File: src/rtl/cpu_ctrl_pkg.sv
// cpu_ctrl_pkg: shared state encoding, instruction classes and opcode constants for the ld/ldi/st control sequencer
package cpu_ctrl_pkg;
   typedef enum logic [3:0] {
      S_RESET, S_T0, S_T1, S_T2, S_T3, S_T4, S_T5, S_T6, S_T7, S_HALT
   } state_t;
   // Class latched when leaving T2; selects the per-class decode of T5..T7
   typedef enum logic [1:0] {CLS_LD, CLS_LDI, CLS_ST, CLS_NONE} cls_t;
   localparam logic [4:0] OP_LD   = 5'b00000;
   localparam logic [4:0] OP_LDI  = 5'b00001;
   localparam logic [4:0] OP_ST   = 5'b00010;
   localparam logic [4:0] OP_NOP  = 5'b11010;
   localparam logic [4:0] OP_HALT = 5'b11011;
   localparam logic [4:0] ALU_ADD = 5'b00011;
endpackage

File: src/rtl/mem_wait_counter.sv
// mem_wait_counter: 4-bit stall counter holding a memory state for LIMIT extra cycles
//  clock in  rising-edge clock
//  clear in  asynchronous active-high reset
//  en    in  high while in a memory-access state; low clears the count
//  done  out last cycle of the access (count == LIMIT)
module mem_wait_counter #(
   parameter int unsigned LIMIT = 0
) (
   input  logic clock,
   input  logic clear,
   input  logic en,
   output logic done
);
   logic [3:0] cnt_q, cnt_d;
   assign done = cnt_q == LIMIT[3:0];
   // Wraps to 0 on the exit cycle so the next access starts fresh
   always_comb cnt_d = (!en || done) ? 4'd0 : cnt_q + 4'd1;
   always_ff @(posedge clock or posedge clear)
      if (clear) cnt_q <= 4'd0;
      else       cnt_q <= cnt_d;
endmodule

File: src/rtl/ldst_control_unit.sv
// ldst_control_unit: Moore control sequencer driving DataPath strobes for fetch and ld/ldi/st
//  clock, clear            rising-edge clock, asynchronous active-high reset
//  ir[31:0], stop          instruction (opcode ir[31:27]), halt request at instruction boundary
//  PCout..Zlowout, we      datapath strobes and memory write enable
//  alu_op[4:0]             ALU_ADD in T4 of ld/ldi/st, else 0
//  run, illegal            sequencing flag; sticky unknown-opcode flag
//  Optional feature: define CTRL_ILLEGAL_TRAP_EN to halt on unknown opcodes and set illegal.
module ldst_control_unit
   import cpu_ctrl_pkg::*;
#(
   parameter int unsigned MEM_WAIT = 0
) (
   input  logic        clock,
   input  logic        clear,
   input  logic [31:0] ir,
   input  logic        stop,
   output logic        PCout,
   output logic        IncPC,
   output logic        PCin,
   output logic        MARin,
   output logic        Read,
   output logic        MDRin,
   output logic        MDRout,
   output logic        IRin,
   output logic        Gra,
   output logic        Grb,
   output logic        Rin,
   output logic        Rout,
   output logic        BAout,
   output logic        Yin,
   output logic        Cout,
   output logic        ZlowIn,
   output logic        Zlowout,
   output logic        we,
   output logic [4:0]  alu_op,
   output logic        run,
   output logic        illegal
);
   state_t     state_q, state_d, done_tgt;
   cls_t       cls_q, cls_d;
   logic       mem_st, mem_done;
   logic [4:0] opc;
   logic       unused_ir;
   assign opc       = ir[31:27];
   assign unused_ir = ^ir[26:0];
   // Only states that actually touch memory stall
   assign mem_st = state_q == S_T1 || (state_q == S_T6 && cls_q == CLS_LD) ||
                   (state_q == S_T7 && cls_q == CLS_ST);
   mem_wait_counter #(.LIMIT(MEM_WAIT)) u_wait (
      .clock(clock), .clear(clear), .en(mem_st), .done(mem_done)
   );
`ifdef CTRL_ILLEGAL_TRAP_EN
   logic illegal_q, illegal_d;
   assign illegal = illegal_q;
   always_ff @(posedge clock or posedge clear)
      if (clear) illegal_q <= 1'b0;
      else       illegal_q <= illegal_d;
`else
   assign illegal = 1'b0;
`endif
   always_comb begin
      state_d  = state_q;
      cls_d    = cls_q;
`ifdef CTRL_ILLEGAL_TRAP_EN
      illegal_d = illegal_q;
`endif
      done_tgt = stop ? S_HALT : S_T0;
      {PCout, IncPC, PCin, MARin, Read, MDRin, MDRout, IRin} = '0;
      {Gra, Grb, Rin, Rout, BAout, Yin, Cout, ZlowIn, Zlowout, we} = '0;
      alu_op   = 5'b0;
      run      = state_q != S_RESET && state_q != S_HALT;
      case (state_q)
         S_RESET: state_d = S_T0;
         S_T0: begin
            {PCout, MARin, IncPC, ZlowIn} = '1;
            state_d = S_T1;
         end
         S_T1: begin
            {Zlowout, PCin, Read, MDRin} = '1;
            state_d = mem_done ? S_T2 : S_T1;
         end
         S_T2: begin
            {MDRout, IRin} = '1;
            cls_d   = opc == OP_LD ? CLS_LD : opc == OP_LDI ? CLS_LDI : opc == OP_ST ? CLS_ST : CLS_NONE;
            state_d = opc == OP_HALT ? S_HALT : cls_d == CLS_NONE ? done_tgt : S_T3;
`ifdef CTRL_ILLEGAL_TRAP_EN
            if (cls_d == CLS_NONE && opc != OP_NOP && opc != OP_HALT) begin
               state_d   = S_HALT;
               illegal_d = 1'b1;
            end
`endif
         end
         S_T3: begin
            {Grb, BAout, Yin, Rout} = '1;
            state_d = S_T4;
         end
         S_T4: begin
            {Cout, ZlowIn} = '1;
            alu_op  = ALU_ADD;
            state_d = S_T5;
         end
         S_T5: begin
            Zlowout = 1'b1;
            {Gra, Rin} = {2{cls_q == CLS_LDI}};
            MARin   = cls_q != CLS_LDI;
            state_d = cls_q == CLS_LDI ? done_tgt : S_T6;
         end
         S_T6: begin
            MDRin   = 1'b1;
            Read    = cls_q == CLS_LD;
            {Gra, Rout} = {2{cls_q == CLS_ST}};
            state_d = (cls_q == CLS_ST || mem_done) ? S_T7 : S_T6;
         end
         S_T7: begin
            {MDRout, Gra, Rin} = {3{cls_q == CLS_LD}};
            we      = cls_q == CLS_ST;
            state_d = (cls_q == CLS_LD || mem_done) ? done_tgt : S_T7;
         end
         default: state_d = state_q;
      endcase
   end
   always_ff @(posedge clock or posedge clear)
      if (clear) begin
         state_q <= S_RESET;
         cls_q   <= CLS_NONE;
      end else begin
         state_q <= state_d;
         cls_q   <= cls_d;
      end
endmodule

File: config.mk
export PLATFORM = sky130hd
export DESIGN_NAME = ldst_control_unit
export DESIGN_NICKNAME = d
export VERILOG_FILES = /design/src/rtl/cpu_ctrl_pkg.sv /design/src/rtl/mem_wait_counter.sv /design/src/rtl/ldst_control_unit.sv
export SDC_FILE = /design/constraint.sdc
export NUM_CORES = 1
export LEC_CHECK = 0
export ABC_CLOCK_PERIOD_IN_PS = 2000
export CAP_MARGIN = 10
export CORE_MARGIN = 2
export CORE_UTILIZATION = 34
export DETAILED_ROUTE_END_ITERATION = 8
export PLACE_DENSITY_LB_ADDON = 0.3
export SYNTH_ARGS = -nofsm -noshare
export SYNTH_HDL_FRONTEND = slang
export SYNTH_SLANG_ARGS = --single-unit
File: constraint.sdc
create_clock -name clock -period 2 [get_ports clock]
set_input_delay 0.4 -clock clock [delete_from_list [all_inputs] [get_ports clock]]
set_output_delay 0.4 -clock clock [all_outputs]
set_load 0.01 [all_outputs]
==> results of run 1 <==
registers in the layout, summed over array words and instances (netlist names):
name,flops
u_wait.cnt_q,4
state_q,4
cls_q,2
cell usage in the layout, fill, tap and decap left out, types with 3 or more instances in the layout:
cell type / netlist / routed
clkbuf_4: 0 / 3
nand2b_1: 5 / 3
o21ai_0: 3 / 3
buf_2: 7 / 3
dlygate4sd2_1: 0 / 15
buf_4: 11 / 27
clkdlybuf4s50_1: 0 / 7
nand3_1: 4 / 4
conb_1: 1 / 4
nand2_1: 10 / 10
nor3_1: 5 / 4
nor2_1: 19 / 18
a31oi_1: 3 / 3
dfrtp_1: 8 / 6
a21oi_1: 6 / 5
inv_1: 7 / 7
power groups by stage:
stage	sequential (mW)	clock, mW	combinational [mW]
floorplan	0.206	0	0.0158
global placement	0.206	0	0.0280
detailed placement	0.206	0	0.0289
CTS	0.202	0.186	0.0288
global route	0.202	0.195	0.0313
finish	0.202	0.179	0.0287
cell type report:
cell class                      instances  area, um2
Fill cell                             277       1320
Multi-Input combinational cell         93        618
Timing Repair Buffer                   55        439
Sequential cell                        10        255
Tap cell                               31       38.8
Clock buffer                            4       36.3
Inverter                                7       26.3
critical path, stage by stage (launching register included):
cell	delay (ns)
dfstp_2	0.38
nor2_1	0.35
a32oi_1	0.17
nor2_1	0.11
dlygate4sd2_1	0.27
per-stage QoR:
| step | cell area [um2] | total power [mW] | std cells | worst slack, ns |
|---|---|---|---|---|
| after global routing | 1410 | 0.429 | 200 | -0.0379 |
| after floorplan | 982 | 0.222 | 128 | 0.273 |
| final | 1410 | 0.410 | 200 | 0.0505 |
| after CTS | 1410 | 0.417 | 200 | 0.00632 |
| after detailed placement | 1360 | 0.235 | 193 | -0.0206 |
| after global placement | 1360 | 0.234 | 193 | -0.0205 |
layer usage:
layer / GRT usage / wire length [um] / up-vias
li1: - / - / 519
met5: 0 / 0 / -
met3: 0.0159 / 140 / 6
met2: 0.281 / 1220 / 33
met4: 0.0731 / 59 / 0
met1: 0.233 / 1200 / 499
cell families (layout without fill, tap and decap cells):
kind of cell / count (synthesis) / count (layout) / synth area share
buf+inv: 25 / 66 / 0.148
compound gates: 30 / 30 / 0.240
simple gates: 55 / 55 / 0.304
other cells: 1 / 4 / 0.00386
xor+xnor: 2 / 2 / 0.0180
flops: 10 / 10 / 0.260
fa+ha+maj: 2 / 2 / 0.0258
worst paths after layout:
path                       slack [ns]                       from                         to  cells after the start
min in group clock               0.49  u_wait.cnt_q[0]$_DFF_PP0_  u_wait.cnt_q[0]$_DFF_PP0_                      1
hold reg to reg                  0.49  u_wait.cnt_q[0]$_DFF_PP0_  u_wait.cnt_q[0]$_DFF_PP0_                      1
setup reg to reg                 0.36  u_wait.cnt_q[0]$_DFF_PP0_     state_q[0]$_DFFE_PP0P_                      6
setup / recovery                 0.05       cls_q[1]$_DFFE_PP1P_                     MDRout                      4
max in group asynchronous        1.28                      clear       cls_q[1]$_DFFE_PP1P_                      2
hold / removal                   0.41                      clear  u_wait.cnt_q[3]$_DFF_PP0_                      2
what timing repair did:
item                       CTS  global route
buffers inserted             3             0
pin swaps                    0             4
resized for setup           33            11
setup endpoints to repair   21             8
gates cloned                 0             0
==> metrics.csv, run 1 <==
stage;metric;value;unit
status;status;completed;
clock_tree;ctsLongestPathBuffers;2;
logic_synthesis;ys_ff_latch;10;
placement;hpwl;2010;um
floorplan;row_count;19;
finish;synthToLayoutAreaGrowth;45.6;%
floorplan;die_h;57.4;um
critical_path;startpoint_type;flip-flop;
logic_synthesis;netlist_top_cells_count;nor2_1 (19), buf_4 (11), nand2_1 (10), dfrtp_1 (8);
critical_path;critPathMaxFanout;4;
sta;max_freq;513;MHz
placement;io_buffer_count;28;
job;maxCapViolations;0;
grt;antenna_found_initial;0;
critical_path;cp.arrival;1.55;ns
detailed_routing;vias;1057;
sta;fin_crit_sh;0.975;
clock_tree;insertion_delay;0.26;ns
logic_synthesis;ys_seq_area_frac;0.260;
pwr;cellPowerDensity;290;nW/um2
detailed_routing;wire_per_inst;13.1;um
logic_synthesis;synth_top_cell_by_area;dfrtp_1;
logic_synthesis;synth_edf_count;0;
pwr;swShare;0.201;
pwr;peakVddDrop;0.366;mV
critical_path;cp-end-kind;output port;
finish;drive_gt1_frac;0.320;
pwr;seq_power_share;0.494;
clock_tree;cts_hold_buffers;0;
floorplan;core-area;2730;um2
grt;grt_usage;0.173;
detailed_routing;finalWirelength;2620;um
placement;place.gp.congestion;0.943;
logic_synthesis;synth_top_area_frac;0.206;
pwr;power_switching;0.0823;mW
floorplan;start_util;0.355;
sta;min_period;1.95;ns
logic_synthesis;ys_warn_count;0;
clock_tree;cts_made_buffers;3;
detailed_routing;dr.pass1.iters;4;
finish;diodes;0;
detailed_routing;ant_nets;0;
pwr;power_frac_comb;0.070;
finish;fin_util;0.517;
clock_tree;h-tree-depth;1;
logic_synthesis;synthArstFlopShare;1.00;
floorplan;die_w;57.4;um
critical_path;crit_type;flip-flop to output port;
logic_synthesis;syn_area;971;um2
sta;rsz0062_at_grt;true;
clock_tree;clk_pin_slew;0.07;ns
detailed_routing;drc;0;
grt;grt_max_degree;17;
finish;nets;207;
critical_path;required;1.60;ns
pwr;power_frac_clock;0.436;
pwr;intPower;0.327;mW
detailed_routing;drt_first_iter_violations;28;
sta;clock_skew;0.00170;ns
detailed_routing;viasPerCell;5.29;
hold_path;hold_path_class;input pin to asynchronous set/reset pin;
sta;setup_viol;0;
sta;holdWs;0.407;ns
grt;gr-total-overflow;0;
logic_synthesis;synthTopCellsByArea;dfrtp_1 (21%), buf_4 (8.5%), nor2_1 (7.3%);
sta;hold_viol_final;0;
logic_synthesis;yosys.cell_types.count;41;
floorplan;die_area;3300;um2
clock_tree;cts_tree;done;
logic_synthesis;yosysMostFrequentCell;nor2_1;
clock_tree;cts_root_buf;clkbuf_4;
logic_synthesis;syn_inst;125;
sta;drv_slew;0;
clock_tree;clock_sinks;10;
grt;grt_pass1_vias;1028;
grt;grt_pass1_wl;4560;um
floorplan;ios;60;
pwr;p_leak;0.685;nW
logic_synthesis;avgSynthCellArea;7.77;um2
logic_synthesis;synth_ff_type;dfrtp_1;
sta;fin_setup_tns;0;ns
(Power assumes the default switching activity.)
==> run 2: changes to the inputs <==
--- a/config.mk
+++ b/config.mk
@@ -6,11 +6,10 @@
 export NUM_CORES = 1
 export LEC_CHECK = 0
 export ABC_CLOCK_PERIOD_IN_PS = 2000
-export CAP_MARGIN = 10
 export CORE_MARGIN = 2
 export CORE_UTILIZATION = 34
 export DETAILED_ROUTE_END_ITERATION = 8
-export PLACE_DENSITY_LB_ADDON = 0.3
+export PLACE_DENSITY = 0.75
 export SYNTH_ARGS = -nofsm -noshare
 export SYNTH_HDL_FRONTEND = slang
 export SYNTH_SLANG_ARGS = --single-unit
==> run 2 against run 1 <==
Via count grew 7.3%. Routed wire length increased by 20%. First-iteration DRC count decreased by 21%. Maximum frequency fell by 2.3%. Cell count rose by 6.0%. Critical path type unchanged. Largest cell class unchanged.
==> metrics.csv, run 2 (synthesis gave the netlist of run 1 again) <==
stage;metric;value;unit;change
finish;diodes;0;;unchanged
critical_path;slowest_delay;0.41;ns;was 0.38 ns
sta;fin_setup_tns;0;ns;unchanged
detailed_routing;finalWirelength;3140;um;was 2620 um
detailed_routing;top_layer;met4;;unchanged
detailed_routing;wl_met3;133;um;was 140 um
grt;grt_pass1_wl;4900;um;was 4560 um
clock_tree;cts_made_buffers;3;;unchanged
status;status;completed;;unchanged
pwr;cellPowerDensity;243;nW/um2;was 290 nW/um2
grt;antenna_found_initial;0;;unchanged
sta;clock_skew;0.000313;ns;was 0.00170 ns
clock_tree;cts_root_buf;clkbuf_4;;unchanged
placement;io_buffer_count;28;;unchanged
sta;fin_crit_sh;0.997;;was 0.975
critical_path;cp_cell_sequence;buf_4 -> nor2b_2 -> a31oi_1 -> nor3_2 -> clkdlybuf4s15_1;;was nor2_1 -> a32oi_1 -> nor2_1 -> dlygate4sd2_1
grt;grt_pass1_vias;1171;;was 1028
sta;drv_slew;0;;unchanged
pwr;intPower;0.294;mW;was 0.327 mW
finish;nFillCells;263;;was 277
finish;drive_gt1_frac;0.414;;was 0.320
detailed_routing;drc;0;;unchanged
detailed_routing;viasPerCell;5.35;;was 5.29
floorplan;die_h;57.4;um;unchanged
sta;holdWs;0.414;ns;was 0.407 ns
sta;rsz0062_at_grt;true;;unchanged
critical_path;cpLargestDelayFamily;buffers and inverters;;was simple AND/OR/NAND/NOR gates
critical_path;startpoint_type;flip-flop;;unchanged
hold_path;hold_path_class;input pin to asynchronous set/reset pin;;unchanged
clock_tree;cts_tree;done;;unchanged
pwr;seq_power_share;0.538;;was 0.494
critical_path;crit_type;flip-flop to output port;;unchanged
clock_tree;clk_pin_slew;0.06;ns;was 0.07 ns
finish;seq_area;255;um2;unchanged
finish;synthToLayoutAreaGrowth;59.4;%;was 45.6%
critical_path;critPathMaxFanout;5;;was 4
clock_tree;clock_sinks;10;;unchanged
grt;grt_max_degree;15;;was 17
sta;max_freq;501;MHz;was 513 MHz
finish;nets;219;;was 207
clock_tree;insertion_delay;0.26;ns;about the same
pwr;power_frac_clock;0.383;;was 0.436
floorplan;start_util;0.355;;unchanged
critical_path;cp.arrival;1.59;ns;was 1.55 ns
floorplan;die_w;57.4;um;unchanged
pwr;peakVddDrop;0.270;mV;was 0.366 mV
finish;top_regs;state_q: 4 flops, u_wait.cnt_q: 4 flops, cls_q: 2 flops;;unchanged
floorplan;row_count;19;;unchanged
critical_path;required;1.60;ns;about the same
sta;min_period;1.99;ns;was 1.95 ns
detailed_routing;met2_length;1700;um;was 1220 um
critical_path;reg2reg_depth;6;;unchanged
finish;multi_input_area;657;um2;was 618 um2
detailed_routing;wl_met1;1230;um;was 1200 um
job;maxCapViolations;0;;unchanged
floorplan;core-area;2730;um2;unchanged
clock_tree;ctsLongestPathBuffers;2;;unchanged
detailed_routing;wire_per_inst;14.8;um;was 13.1 um
pwr;p_leak;0.728;nW;was 0.685 nW
critical_path;worst-path-buf-inv;2;;was 1
pwr;fin_total_pwr;0.376;mW;was 0.410 mW
floorplan;die_area;3300;um2;unchanged
clock_tree;h-tree-depth;1;;unchanged
clock_tree;cts_hold_buffers;0;;unchanged
finish;final_common_cell;buf_4;;unchanged
finish;fin_area;1550;um2;was 1410 um2
finish;fin_cells;212;;was 200
sta;setup_viol;0;;unchanged
placement;place.gp.congestion;0.879;;was 0.943
pwr;swShare;0.218;;was 0.201
detailed_routing;drt_first_iter_violations;22;;was 28
critical_path;cp-end-kind;output port;;unchanged
sta;hold_viol_final;0;;unchanged
grt;grt_usage;0.188;;was 0.173
detailed_routing;dr.pass1.iters;4;;unchanged
critical_path;slowest_stage;dfrtp_1;;was dfstp_2
placement;placedCellCount;195;;was 193
placement;hpwl;2190;um;was 2010 um
placement;place_area;1380;um2;was 1360 um2
critical_path;cp.depth;5;;was 4
detailed_routing;vias;1134;;was 1057
detailed_routing;ant_nets;0;;unchanged
pwr;power_frac_comb;0.078;;was 0.070
grt;gr-total-overflow;0;;unchanged
floorplan;ios;60;;unchanged
finish;final_cell_mix;buf_4 (33), nor2_1 (17), nand2_1 (9), dlygate4sd2_1 (9);;was buf_4 (27), nor2_1 (18), dlygate4sd2_1 (15)
pwr;power_switching;0.0819;mW;was 0.0823 mW
[run 2: cell types whose count changed in the layout (fill, tap and decap cells not counted), moves of 2 or more]
cell             delta
nor2b_1             -2
nor3_1              -2
nor2b_2             +2
clkbuf_2            +3
clkdlybuf4s15_1     +3
buf_6               +6
buf_4               +6
dlygate4sd2_1       -6
[run 2: final cells by class]
cell class,count,area share
Clock buffer,4,0.0170
Inverter,7,0.0170
Multi-Input combinational cell,93,0.424
Sequential cell,10,0.165
Tap cell,31,0.0251
Timing Repair Buffer,67,0.352
[run 2: worst paths after layout]
path                                            from                        end  slack, ns
setup / recovery              state_q[3]$_DFFE_PP0P_                        Rin      0.005
hold / removal                                 clear  u_wait.cnt_q[1]$_DFF_PP0_       0.41
setup reg to reg           u_wait.cnt_q[0]$_DFF_PP0_     state_q[0]$_DFFE_PP0P_       0.34
hold reg to reg            u_wait.cnt_q[0]$_DFF_PP0_  u_wait.cnt_q[0]$_DFF_PP0_       0.49
max in group asynchronous                      clear       cls_q[1]$_DFFE_PP1P_       1.27
min in group clock         u_wait.cnt_q[0]$_DFF_PP0_  u_wait.cnt_q[0]$_DFF_PP0_       0.49
[run 2: metrics by stage]
stage	worst slack, ns	util
finish	0.00510	0.566
global route	-0.0556	0.566
CTS	0.00275	0.550
detailed placement	-0.113	0.504
global placement	-0.0887	0.504
floorplan	0.273	-
[run 2: power by group through the flow]
stage | Sequential [mW] | Clock, mW | Combinational, mW
finish | 0.202 | 0.144 | 0.0295
global route | 0.202 | 0.156 | 0.0317
CTS | 0.202 | 0.149 | 0.0295
detailed placement | 0.206 | 0 | 0.0294
global placement | 0.206 | 0 | 0.0281
floorplan | 0.206 | 0 | 0.0158
[run 2: per-layer routing]
layer / up-vias / track usage
li1: 545 / -
met1: 536 / 0.202
met5: - / 0
met2: 43 / 0.375
met4: 0 / 0.0698
met3: 10 / 0.00907
[run 2: what timing repair did]
item,CTS,global route
gates resized for setup,43,28
setup endpoints to repair,21,15
pin swaps,0,4
buffers inserted,12,1
